<file path="config.mk">
export PLATFORM = sky130hd
export DESIGN_NAME = uart_rx_capture_flat
export DESIGN_NICKNAME = d
export VERILOG_FILES = /design/src/rtl/uart_rx_capture_pkg.sv /design/src/rtl/uart_rx_capture_if.sv /design/src/rtl/uart_rx_fifo.sv /design/src/rtl/uart_rx_capture.sv /design/src/flat_wrapper.sv
export SDC_FILE = /design/constraint.sdc
export NUM_CORES = 1
export LEC_CHECK = 0
export BUFFER_PORTS_ARGS = -buffer_cell sky130_fd_sc_hd__buf_2
export CAP_MARGIN = 20
export CORE_MARGIN = 5
export CORE_UTILIZATION = 61
export CTS_BUF_LIST = sky130_fd_sc_hd__clkbuf_4 sky130_fd_sc_hd__clkbuf_8 sky130_fd_sc_hd__clkbuf_16
export DETAILED_ROUTE_END_ITERATION = 7
export MAX_ROUTING_LAYER = met4
export PLACE_DENSITY = 0.88
export SYNTH_ARGS = -nofsm -noshare
export SYNTH_HDL_FRONTEND = slang
export SYNTH_HIERARCHICAL = 1
export SYNTH_SLANG_ARGS = --single-unit
</file>
<file path="constraint.sdc">
create_clock -name clk -period 3.4 [get_ports clk]
set_input_delay 0.68 -clock clk [delete_from_list [all_inputs] [get_ports clk]]
set_output_delay 0.68 -clock clk [all_outputs]
set_load 0.05 [all_outputs]
</file>
<file path="src/rtl/uart_rx_capture_pkg.sv">
// rtl/uart_rx_capture_pkg.sv - shared types and constants for the 8N1 capture receiver
package uart_rx_capture_pkg;

  typedef enum logic [2:0] {
    IDLE,
    START,
    DATA,
    STOP,
    WAIT_HI
  } uart_rx_state_e;

  localparam int         UART_DATA_BITS = 8;
  localparam logic [7:0] UART_LF        = 8'h0A;

endpackage

</file>
<file path="src/rtl/uart_rx_capture_if.sv">
// rtl/uart_rx_capture_if.sv - ready/valid byte stream leaving the receiver
interface uart_rx_capture_if;
  import uart_rx_capture_pkg::*;

  logic [UART_DATA_BITS-1:0] data_o;
  logic                      valid_o;
  logic                      ready_i;

  modport master (output data_o, output valid_o, input ready_i);
  modport slave  (input data_o, input valid_o, output ready_i);

endinterface

</file>
<file path="src/rtl/uart_rx_fifo.sv">
// rtl/uart_rx_fifo.sv - synchronous byte FIFO with a registered head word
module uart_rx_fifo #(
  parameter int DEPTH = 16,
  parameter int WIDTH = 8
) (
  input  logic             clk,
  input  logic             rst_n,
  input  logic             push,
  input  logic             pop,
  input  logic [WIDTH-1:0] wdata,
  output logic             full,
  output logic             empty,
  output logic [WIDTH-1:0] rdata
);

  localparam int AW = $clog2(DEPTH);
  localparam int UW = AW + 1;

  logic [WIDTH-1:0] mem [DEPTH];
  logic [AW-1:0]    wr_ptr, rd_ptr, rd_next;
  logic [UW-1:0]    used;
  logic             push_ok, pop_ok;

  assign empty   = (used == '0);
  assign full    = (used == UW'(DEPTH));
  assign pop_ok  = pop && !empty;
  // A full FIFO still accepts a write when the head leaves in the same cycle.
  assign push_ok = push && (!full || pop_ok);
  assign rd_next = rd_ptr + AW'(1);

  always_ff @(posedge clk) begin
    if (push_ok) mem[wr_ptr] <= wdata;
  end

  always_ff @(posedge clk or negedge rst_n) begin
    if (!rst_n) begin
      wr_ptr <= '0;
      rd_ptr <= '0;
      used   <= '0;
      rdata  <= '0;
    end else begin
      if (push_ok) wr_ptr <= wr_ptr + AW'(1);
      if (pop_ok)  rd_ptr <= rd_next;
      used <= used + UW'(push_ok) - UW'(pop_ok);
      // The head register tracks whichever entry sits at rd_ptr next cycle.
      if (pop_ok) begin
        if (used == UW'(1)) begin
          if (push_ok) rdata <= wdata;
        end else begin
          rdata <= mem[rd_next];
        end
      end else if (empty && push_ok) begin
        rdata <= wdata;
      end
    end
  end

endmodule

</file>
<file path="src/rtl/uart_rx_capture.sv">
// rtl/uart_rx_capture.sv - 8N1 receiver: synchronizer, bit timing FSM, flags and byte FIFO
module uart_rx_capture
  import uart_rx_capture_pkg::*;
#(
  parameter int CLK_DIV    = 32,
  parameter int FIFO_DEPTH = 16
) (
  input  logic                     clk,
  input  logic                     rst_n,
  input  logic                     rx_i,
  input  logic                     en_i,
  input  logic                     clr_i,
  uart_rx_capture_if.master        byte_if,
  output logic                     frame_err_o,
  output logic                     overflow_o,
  output logic [15:0]              count_o,
  output logic                     line_o
);

  localparam int            CW        = $clog2(CLK_DIV);
  localparam logic [CW-1:0] HALF_LOAD = CW'(CLK_DIV / 2 - 1);
  localparam logic [CW-1:0] FULL_LOAD = CW'(CLK_DIV - 1);

  logic                      rx_meta, rx_s, rx_prev;
  logic [1:0]                settle;
  logic                      armed;
  uart_rx_state_e            state;
  logic [CW-1:0]             bit_cnt;
  logic [2:0]                bit_idx;
  logic [UART_DATA_BITS-1:0] shreg;
  logic                      fall, tick, push_byte, stop_bad;
  logic                      pop_fire, accept, fifo_full, fifo_empty;

  assign fall      = armed && rx_prev && !rx_s;
  assign tick      = (bit_cnt == '0);
  assign push_byte = (state == STOP) && tick && rx_s;
  assign stop_bad  = (state == STOP) && tick && !rx_s;
  assign pop_fire  = byte_if.ready_i && !fifo_empty;
  assign accept    = push_byte && (!fifo_full || pop_fire);
  assign byte_if.valid_o = !fifo_empty;

  // Edges are only trusted once the synchronizer holds real samples and the
  // line has been seen high, so a line held low across reset is not a start.
  always_ff @(posedge clk or negedge rst_n) begin
    if (!rst_n) begin
      rx_meta <= 1'b1;
      rx_s    <= 1'b1;
      rx_prev <= 1'b1;
      settle  <= 2'd0;
      armed   <= 1'b0;
    end else begin
      rx_meta <= rx_i;
      rx_s    <= rx_meta;
      rx_prev <= rx_s;
      if (!settle[1]) settle <= settle + 2'd1;
      if (settle[1] && rx_s) armed <= 1'b1;
    end
  end

  always_ff @(posedge clk or negedge rst_n) begin
    if (!rst_n) begin
      state   <= IDLE;
      bit_cnt <= '0;
      bit_idx <= '0;
      shreg   <= '0;
    end else begin
      if (!tick) bit_cnt <= bit_cnt - CW'(1);
      case (state)
        IDLE: begin
          if (fall && en_i) begin
            state   <= START;
            bit_cnt <= HALF_LOAD;
          end
        end
        START: begin
          if (tick) begin
            if (!rx_s) begin
              state   <= DATA;
              bit_cnt <= FULL_LOAD;
              bit_idx <= '0;
            end else begin
              state <= IDLE;
            end
          end
        end
        DATA: begin
          if (tick) begin
            shreg   <= {rx_s, shreg[UART_DATA_BITS-1:1]};
            bit_cnt <= FULL_LOAD;
            bit_idx <= bit_idx + 3'd1;
            if (bit_idx == 3'(UART_DATA_BITS - 1)) state <= STOP;
          end
        end
        STOP: begin
          if (tick) state <= rx_s ? IDLE : WAIT_HI;
        end
        WAIT_HI: begin
          if (rx_s) state <= IDLE;
        end
        default: state <= IDLE;
      endcase
    end
  end

  always_ff @(posedge clk or negedge rst_n) begin
    if (!rst_n) begin
      frame_err_o <= 1'b0;
      overflow_o  <= 1'b0;
      count_o     <= 16'd0;
      line_o      <= 1'b0;
    end else begin
      line_o <= accept && (shreg == UART_LF);
      if (clr_i) begin
        frame_err_o <= 1'b0;
        overflow_o  <= 1'b0;
        count_o     <= 16'd0;
      end else begin
        if (stop_bad)                          frame_err_o <= 1'b1;
        if (push_byte && !accept)              overflow_o  <= 1'b1;
        if (accept && (count_o != 16'hFFFF))   count_o     <= count_o + 16'd1;
      end
    end
  end

  uart_rx_fifo #(
    .DEPTH (FIFO_DEPTH),
    .WIDTH (UART_DATA_BITS)
  ) u_fifo (
    .clk   (clk),
    .rst_n (rst_n),
    .push  (push_byte),
    .pop   (byte_if.ready_i),
    .wdata (shreg),
    .full  (fifo_full),
    .empty (fifo_empty),
    .rdata (byte_if.data_o)
  );

endmodule

</file>
<file path="src/flat_wrapper.sv">
// flat-port wrapper written by rule: the top's interface ports become plain ports
module uart_rx_capture_flat import uart_rx_capture_pkg::*;
#(
  parameter int CLK_DIV    = 32,
  parameter int FIFO_DEPTH = 16
)
  (clk, rst_n, rx_i, en_i, clr_i, frame_err_o, overflow_o, count_o, line_o, byte_if_data_o, byte_if_valid_o, byte_if_ready_i);
  uart_rx_capture_if byte_if_i ();
  input  logic clk;
  input  logic rst_n;
  input  logic rx_i;
  input  logic en_i;
  input  logic clr_i;
  output logic frame_err_o;
  output logic overflow_o;
  output logic [15:0] count_o;
  output logic line_o;
  output wire logic [$bits(byte_if_i.data_o)-1:0] byte_if_data_o;
  output wire logic [$bits(byte_if_i.valid_o)-1:0] byte_if_valid_o;
  input wire logic [$bits(byte_if_i.ready_i)-1:0] byte_if_ready_i;
  assign byte_if_data_o = byte_if_i.data_o;
  assign byte_if_valid_o = byte_if_i.valid_o;
  assign byte_if_i.ready_i = byte_if_ready_i;
  uart_rx_capture #(.CLK_DIV(CLK_DIV), .FIFO_DEPTH(FIFO_DEPTH)) u_core (.clk(clk), .rst_n(rst_n), .rx_i(rx_i), .en_i(en_i), .clr_i(clr_i), .byte_if(byte_if_i), .frame_err_o(frame_err_o), .overflow_o(overflow_o), .count_o(count_o), .line_o(line_o));
endmodule
</file>
==> qor.csv, run 1 <==
metric,value,unit
antenna_left,0,
synth.yosys.seq_area_share,65.2,%
die_w,127,um
numPortBuffers,33,
hpwl,11800,um
yosysMostFrequentCell,edfxtp_1,
required,3450,ps
io_pins,34,
clkSlewWorstSetupHoldPaths,70,ps
min_period,2970,ps
wl_per_cell,21.7,um
synth_top_area_share,45.8,%
grt_pass1_wl,28400,um
p_int,5010,uW
core-area,13300,um2
tns,0,ps
timing.final.ws_setup,431,ps
switching_share,35.8,%
postCtsSetupBuffers,0,
use_met3,4.09,%
netlist-cell-type-count,63,
firstDrtPassIters,8,
status,"finished, final reports clean",
areaGrowthSynthToFinish,11.2,%
drive_gt1_share,16.7,%
synth.avg_cell_area,13.9,um2
vias,5319,
hold_violations,0,
grt_pass1_vias,5341,
seqPwrFrac,39.8,%
cap_violations,0,
p_clk_share,25.3,%
slew_viol_final,0,
cp.depth,7,
clock_sinks,193,
power_frac_comb,35.0,%
reg2reg_from,u_core/bit_cnt[0]$_DFF_PN0_,
switchingPower,2790,uW
setup.worst_path.end_class,flop,
synth.area.top_cells,"edfxtp_1, dfrtp_1, mux2i_1",
ir_worst_vdd,0.000509,V
max_slew_margin,43.6,%
synth_edf_count,128,
p_leak,0.00349,uW
critical-path-slowest-cell,nor2_1,
vias_per_cell,6.40,
cts_tree,built,
ys_ff_latch,193,
die_h,127,um
fin_crit_sh,87.3,%
crit_buf_inv,1,
h-tree-depth,4,
cp_max_fo,9,
r2r-end,u_core/u_fifo/mem[8][2]$_DFFE_PP_,
pre_cts_ws,618,ps
clkLatencyLatePin,420,ps
power.density,835,nW/um2
initial_core_util,62.9,%
cts_buffers,17,
netlist_area,8400,um2
drc_errors,0,
fin_skew,8.21,ps
gp_congestion,0.956,
holdBufCountCts,0,
rsz0062_at_grt,no,
num_rows,42,
syn_inst,606,
cts_root_buffer,clkbuf_16,
grt_use_met2,38.8,%
yosys-top-cells-count,"edfxtp_1, mux2i_1, dfrtp_1",
synth_nets,627,
r2r_slack,430,ps
grt_overflow,0,
drtIter0Drc,638,
start_kind,flop,
antenna_found_initial,1,
clock_path_buffers,2,
crit_family,simple AND/OR/NAND/NOR gates,
dieArea,16200,um2
ys.flop_type,edfxtp_1,
final-setup-viol-count,0,
r2r_cells,7,
yosys.area.top_type,edfxtp_1,
max_freq,337,MHz
async_flop_share,33.7,%
max_stage_delay,640,ps
busiest_layer,met2,
cts-resized-gates,0,
yosys_warnings,6,
arrival,3020,ps
crit_type,reg -> reg,
worst_pin_slew,846,ps
crit_chain,inv_1 > ha_1 > nor4b_2 > and2_1 > a21boi_2 > nand2_1 > nor2_1,
nets,662,
worst_hold_path_type,in -> async,
grtUsageMet1,28.9,%
final_core_util,69.9,%
wl,18100,um
track_usage,23.4,%
grt_start_max_net_pins,44,
==> final cells by class <==
class                      instances  area (um2)
clock buffer                      18         433
antenna                            1        2.50
sequential                       193        5470
fill                             878        4010
multi-input combinational        368        2720
clock inverter                    14         156
inverter                          16        60.1
tap                              176         220
timing repair buffer              45         268
==> power groups by stage <==
stage | logic (uW) | clock network [uW] | registers, uW
6_report | 2730 | 1970 | 3100
5_1_grt | 2930 | 2110 | 3140
4_1_cts | 2710 | 2000 | 3100
3_5_place_dp | 2680 | 0 | 3140
3_3_place_gp | 2540 | 0 | 3120
2_1_floorplan | 2010 | 0 | 3160
==> placed cells by master, fill, tap and decap left out, drive strengths merged, types with 17 or more instances in the layout <==
cell type	instances
mux2	17
inv	20
a22oi	32
nor2	31
mux2i	64
nand2	41
edfxtp	128
dfrtp	62
clkbuf	18
buf	45
a21oi	33
==> how the worst max path moves through the flow <==
stage	endpoint	slack, ps	start
2_1_floorplan	u_core/u_fifo/mem[3][0]$_DFFE_PP_	650	u_core/bit_cnt[0]$_DFF_PN0_
3_3_place_gp	u_core/u_fifo/mem[15][5]$_DFFE_PP_	780	u_core/bit_cnt[0]$_DFF_PN0_
3_5_place_dp	u_core/u_fifo/mem[15][3]$_DFFE_PP_	620	u_core/bit_cnt[0]$_DFF_PN0_
4_1_cts	u_core/u_fifo/mem[8][1]$_DFFE_PP_	530	u_core/bit_cnt[0]$_DFF_PN0_
5_1_grt	u_core/u_fifo/mem[11][0]$_DFFE_PP_	290	u_core/bit_cnt[0]$_DFF_PN0_
6_report	u_core/u_fifo/mem[8][2]$_DFFE_PP_	430	u_core/bit_cnt[0]$_DFF_PN0_
==> registers in the layout (all words and copies together), names as in the netlist, 2 cells and up <==
name,count
u_core/u_fifo/mem,128
u_core/count_o,16
u_core/shreg,8
u_core/u_fifo/rdata,8
u_core/bit_cnt,5
u_core/u_fifo/used,5
u_core/u_fifo/rd_ptr,4
u_core/u_fifo/wr_ptr,4
u_core/bit_idx,3
u_core/state,3
u_core/settle,2
==> stage by stage <==
stage / hold slack [ps] / power (uW) / std cells / area [um2]
after CTS: 231 / 7810 / 830 / 9330
final: 234 / 7800 / 831 / 9340
after global placement: 349 / 5670 / 798 / 8740
after floorplan: 345 / 5160 / 606 / 8400
after global routing: 262 / 8170 / 831 / 9340
after detailed placement: 354 / 5820 / 798 / 8740
==> worst reg2reg max path: cells and delay by family (launching register included) <==
family | cells | cell delay [ps]
compound gates | 1 | 410
fa+ha+maj | 1 | 240
flops | 1 | 380
buf+inv | 1 | 110
simple gates | 4 | 1460
==> kinds of logic after synthesis <==
logic type / Yosys count / share of synthesized area [%]
buffers and inverters: 45 / 2.52
AO/OA/AOI/OAI: 107 / 8.94
AND/OR/NAND/NOR: 149 / 9.43
flip-flops: 193 / 65.2
XOR/XNOR: 16 / 1.67
multiplexers: 81 / 9.91
adder cells (fa/ha/maj): 15 / 2.32
==> metal layers <==
metal | routed length (um) | vias up
met5 | 0 | -
met3 | 1100 | 47
met2 | 9260 | 263
met1 | 7190 | 2640
li1 | - | 2369
met4 | 519 | 0
Note: power is estimated with default switching activity, not from simulation.
==> run 2: changes to the inputs <==
--- a/config.mk
+++ b/config.mk
@@ -5,14 +5,15 @@
 export SDC_FILE = /design/constraint.sdc
 export NUM_CORES = 1
 export LEC_CHECK = 0
+export ABC_AREA = 1
 export BUFFER_PORTS_ARGS = -buffer_cell sky130_fd_sc_hd__buf_2
 export CAP_MARGIN = 20
 export CORE_MARGIN = 5
-export CORE_UTILIZATION = 61
+export CORE_UTILIZATION = 62
 export CTS_BUF_LIST = sky130_fd_sc_hd__clkbuf_4 sky130_fd_sc_hd__clkbuf_8 sky130_fd_sc_hd__clkbuf_16
 export DETAILED_ROUTE_END_ITERATION = 7
 export MAX_ROUTING_LAYER = met4
-export PLACE_DENSITY = 0.88
+export PLACE_DENSITY = 0.89
 export SYNTH_ARGS = -nofsm -noshare
 export SYNTH_HDL_FRONTEND = slang
 export SYNTH_HIERARCHICAL = 1
==> qor.csv, run 2 <==
metric,value,unit
status,"finished, final reports clean",
synth_nets,975,
netlist_area,9090,um2
setup.worst_path.end_class,flop,
crit_type,reg -> reg,
max_slew_margin,30.5,%
final_common_cell,nand2_1,
max_freq,355,MHz
final-setup-viol-count,0,
initial_core_util,62.8,%
n_antenna_cell,0,
start_kind,flop,
synth_mux_area_share,0,%
vias_per_cell,5.81,
rsz0062_at_grt,no,
synthSimpleGateAreaFrac,26.2,%
yosys_warnings,6,
final_cell_mix,"nand2_1, nand3_1, edfxtp_1",
place_area,9370,um2
cts-resized-gates,0,
synth.yosys.seq_area_share,60.2,%
drc_errors,0,
num_rows,44,
yosysMostFrequentCell,nand2_1,
max_stage_delay,620,ps
pre_cts_ws,636,ps
cts_tree,built,
die_w,131,um
synth-compound-area-share,2.20,%
wl_per_cell,17.8,um
grt_start_max_net_pins,66,
power.density,770,nW/um2
required,3460,ps
synth.area.top_cells,"edfxtp_1, dfrtp_1, nand2_1",
synth_top_area_share,42.3,%
io_pins,34,
timing.final.ws_setup,587,ps
regMostFlops,u_core/u_fifo/mem,
yosys.area.top_type,edfxtp_1,
clock_sinks,193,
nets,1004,
wl,21000,um
gp_congestion,0.894,
firstDrtPassIters,6,
netlist-cell-type-count,39,
synth_xor_area_share,2.18,%
fin_crit_sh,82.7,%
slew_viol_final,0,
antenna_found_initial,0,
synth_edf_count,128,
syn_inst,954,
arrival,2880,ps
track_usage,26.6,%
antenna_left,0,
holdBufCountCts,0,
clkLatencyLatePin,440,ps
h-tree-depth,4,
worst_hold_path_type,in -> async,
p_leak,0.00454,uW
postCtsSetupBuffers,0,
grt_pass1_wl,33400,um
ys_ff_latch,193,
fin_skew,16.2,ps
cts_buffers,17,
crit_chain,inv_1 > ha_1 > nand3_4 > nor3_4 > nand2_1 > inv_1 > nand2_1 > nor2_1,
drtIter0Drc,903,
synth_adder_area_share,2.15,%
tns,0,ps
vias,6850,
hold_violations,0,
critical-path-slowest-cell,nor2_1,
ys.flop_type,edfxtp_1,
cts_root_buffer,clkbuf_16,
reg2reg_from,u_core/bit_cnt[0]$_DFF_PN0_,
fillers,975,
dieArea,17200,um2
largest_reg_flops,128,
cap_violations,0,
min_period,2810,ps
grt_overflow,0,
cp_max_fo,8,
synth.avg_cell_area,9.53,um2
reg_top3,"u_core/u_fifo/mem: 128 flops, u_core/count_o: 16 flops",
clock_path_buffers,2,
fin_area,9950,um2
clkSlewWorstSetupHoldPaths,70,ps
yosys-top-cells-count,"nand2_1, nand3_1, edfxtp_1",
synth_top_family_by_area,simple AND/OR/NAND/NOR gates,
critPathLaunch,u_core/bit_cnt[0]$_DFF_PN0_,
grt_pass1_vias,6575,
die_h,131,um
ir_worst_vdd,0.000378,V
worst_pin_slew,1040,ps
drive_gt1_share,9.94,%
async_flop_share,33.7,%
hpwl,13300,um
numPortBuffers,33,
core-area,14500,um2
r2r_cells,8,
areaGrowthSynthToFinish,9.50,%
run 2: cell count changes in the layout (fill, tap and decap cells not counted), moves of 9 or more:
cell,previous run,this run
nand2_1,41,297
nand3_1,5,142
inv_1,16,125
mux2i_1,64,0
a22oi_1,30,0
a21oi_1,33,10
mux2_2,17,0
nor2_1,31,45
o21ai_0,6,17
nand2b_1,9,0
nand3b_1,1,10
xor2_1,6,15
run 2: metrics by stage:
stage                     total power (uW)  hold WS, ps  cells  util (%)
after global routing                  8060          288   1180      68.7
after detailed placement              5640          349   1148      64.7
after global placement                5540          347   1148      64.7
after CTS                             7620          267   1180      68.7
after floorplan                       4980          345    954         -
final                                 7660          255   1180      68.7
run 2: path summary, 6_finish.rpt:
path | end | slack, ps
min in group clk | u_core/rx_meta$_DFF_PN1_ | 340
min reg2reg | u_core/rx_s$_DFF_PN1_ | 360
max | u_core/u_fifo/mem[5][1]$_DFFE_PP_ | 590
min | u_core/u_fifo/rdata[1]$_DFFE_PN0P_ | 260
max in group asynchronous | u_core/rx_prev$_DFF_PN1_ | 2390
max reg2reg | u_core/u_fifo/mem[5][1]$_DFFE_PP_ | 590
run 2: final cells by class:
class / count / area (um2) / area share (%)
Clock buffer: 19 / 447 / 4.49
Clock inverter: 13 / 138 / 1.38
Inverter: 126 / 473 / 4.75
Multi-Input combinational cell: 605 / 2970 / 29.9
Sequential cell: 193 / 5480 / 55.0
Tap cell: 184 / 230 / 2.31
Timing Repair Buffer: 40 / 218 / 2.19
run 2: metal layers:
metal | track usage, % | vias up | wire [um]
met5 | - | - | 0
met4 | 12.0 | 0 | 924
met3 | 5.55 | 84 | 1810
met2 | 42.4 | 419 | 10300
met1 | 32.9 | 3170 | 7960
li1 | - | 3177 | -
run 2: logic make-up after synthesis:
kind of cell             Yosys count
AND/OR/NAND/NOR                  534
flip-flops                       193
buffers and inverters            156
AO/OA/AOI/OAI                     36
XOR/XNOR                          20
adder cells (fa/ha/maj)           15
run 2: worst max-delay path, delay by kind of cell, from the launching register on:
kind	cells	cell delay, ps
flip-flops	1	370
adder cells (fa/ha/maj)	1	270
AND/OR/NAND/NOR	5	1480
buffers and inverters	2	330
run 2: power by group:
| part | leakage, uW | total (uW) | switching (uW) | internal, uW |
|---|---|---|---|---|
| logic | 0.00219 | 2800 | 1970 | 829 |
| clock network | 0.000285 | 1960 | 852 | 1110 |
| registers | 0.00207 | 2900 | 197 | 2700 |
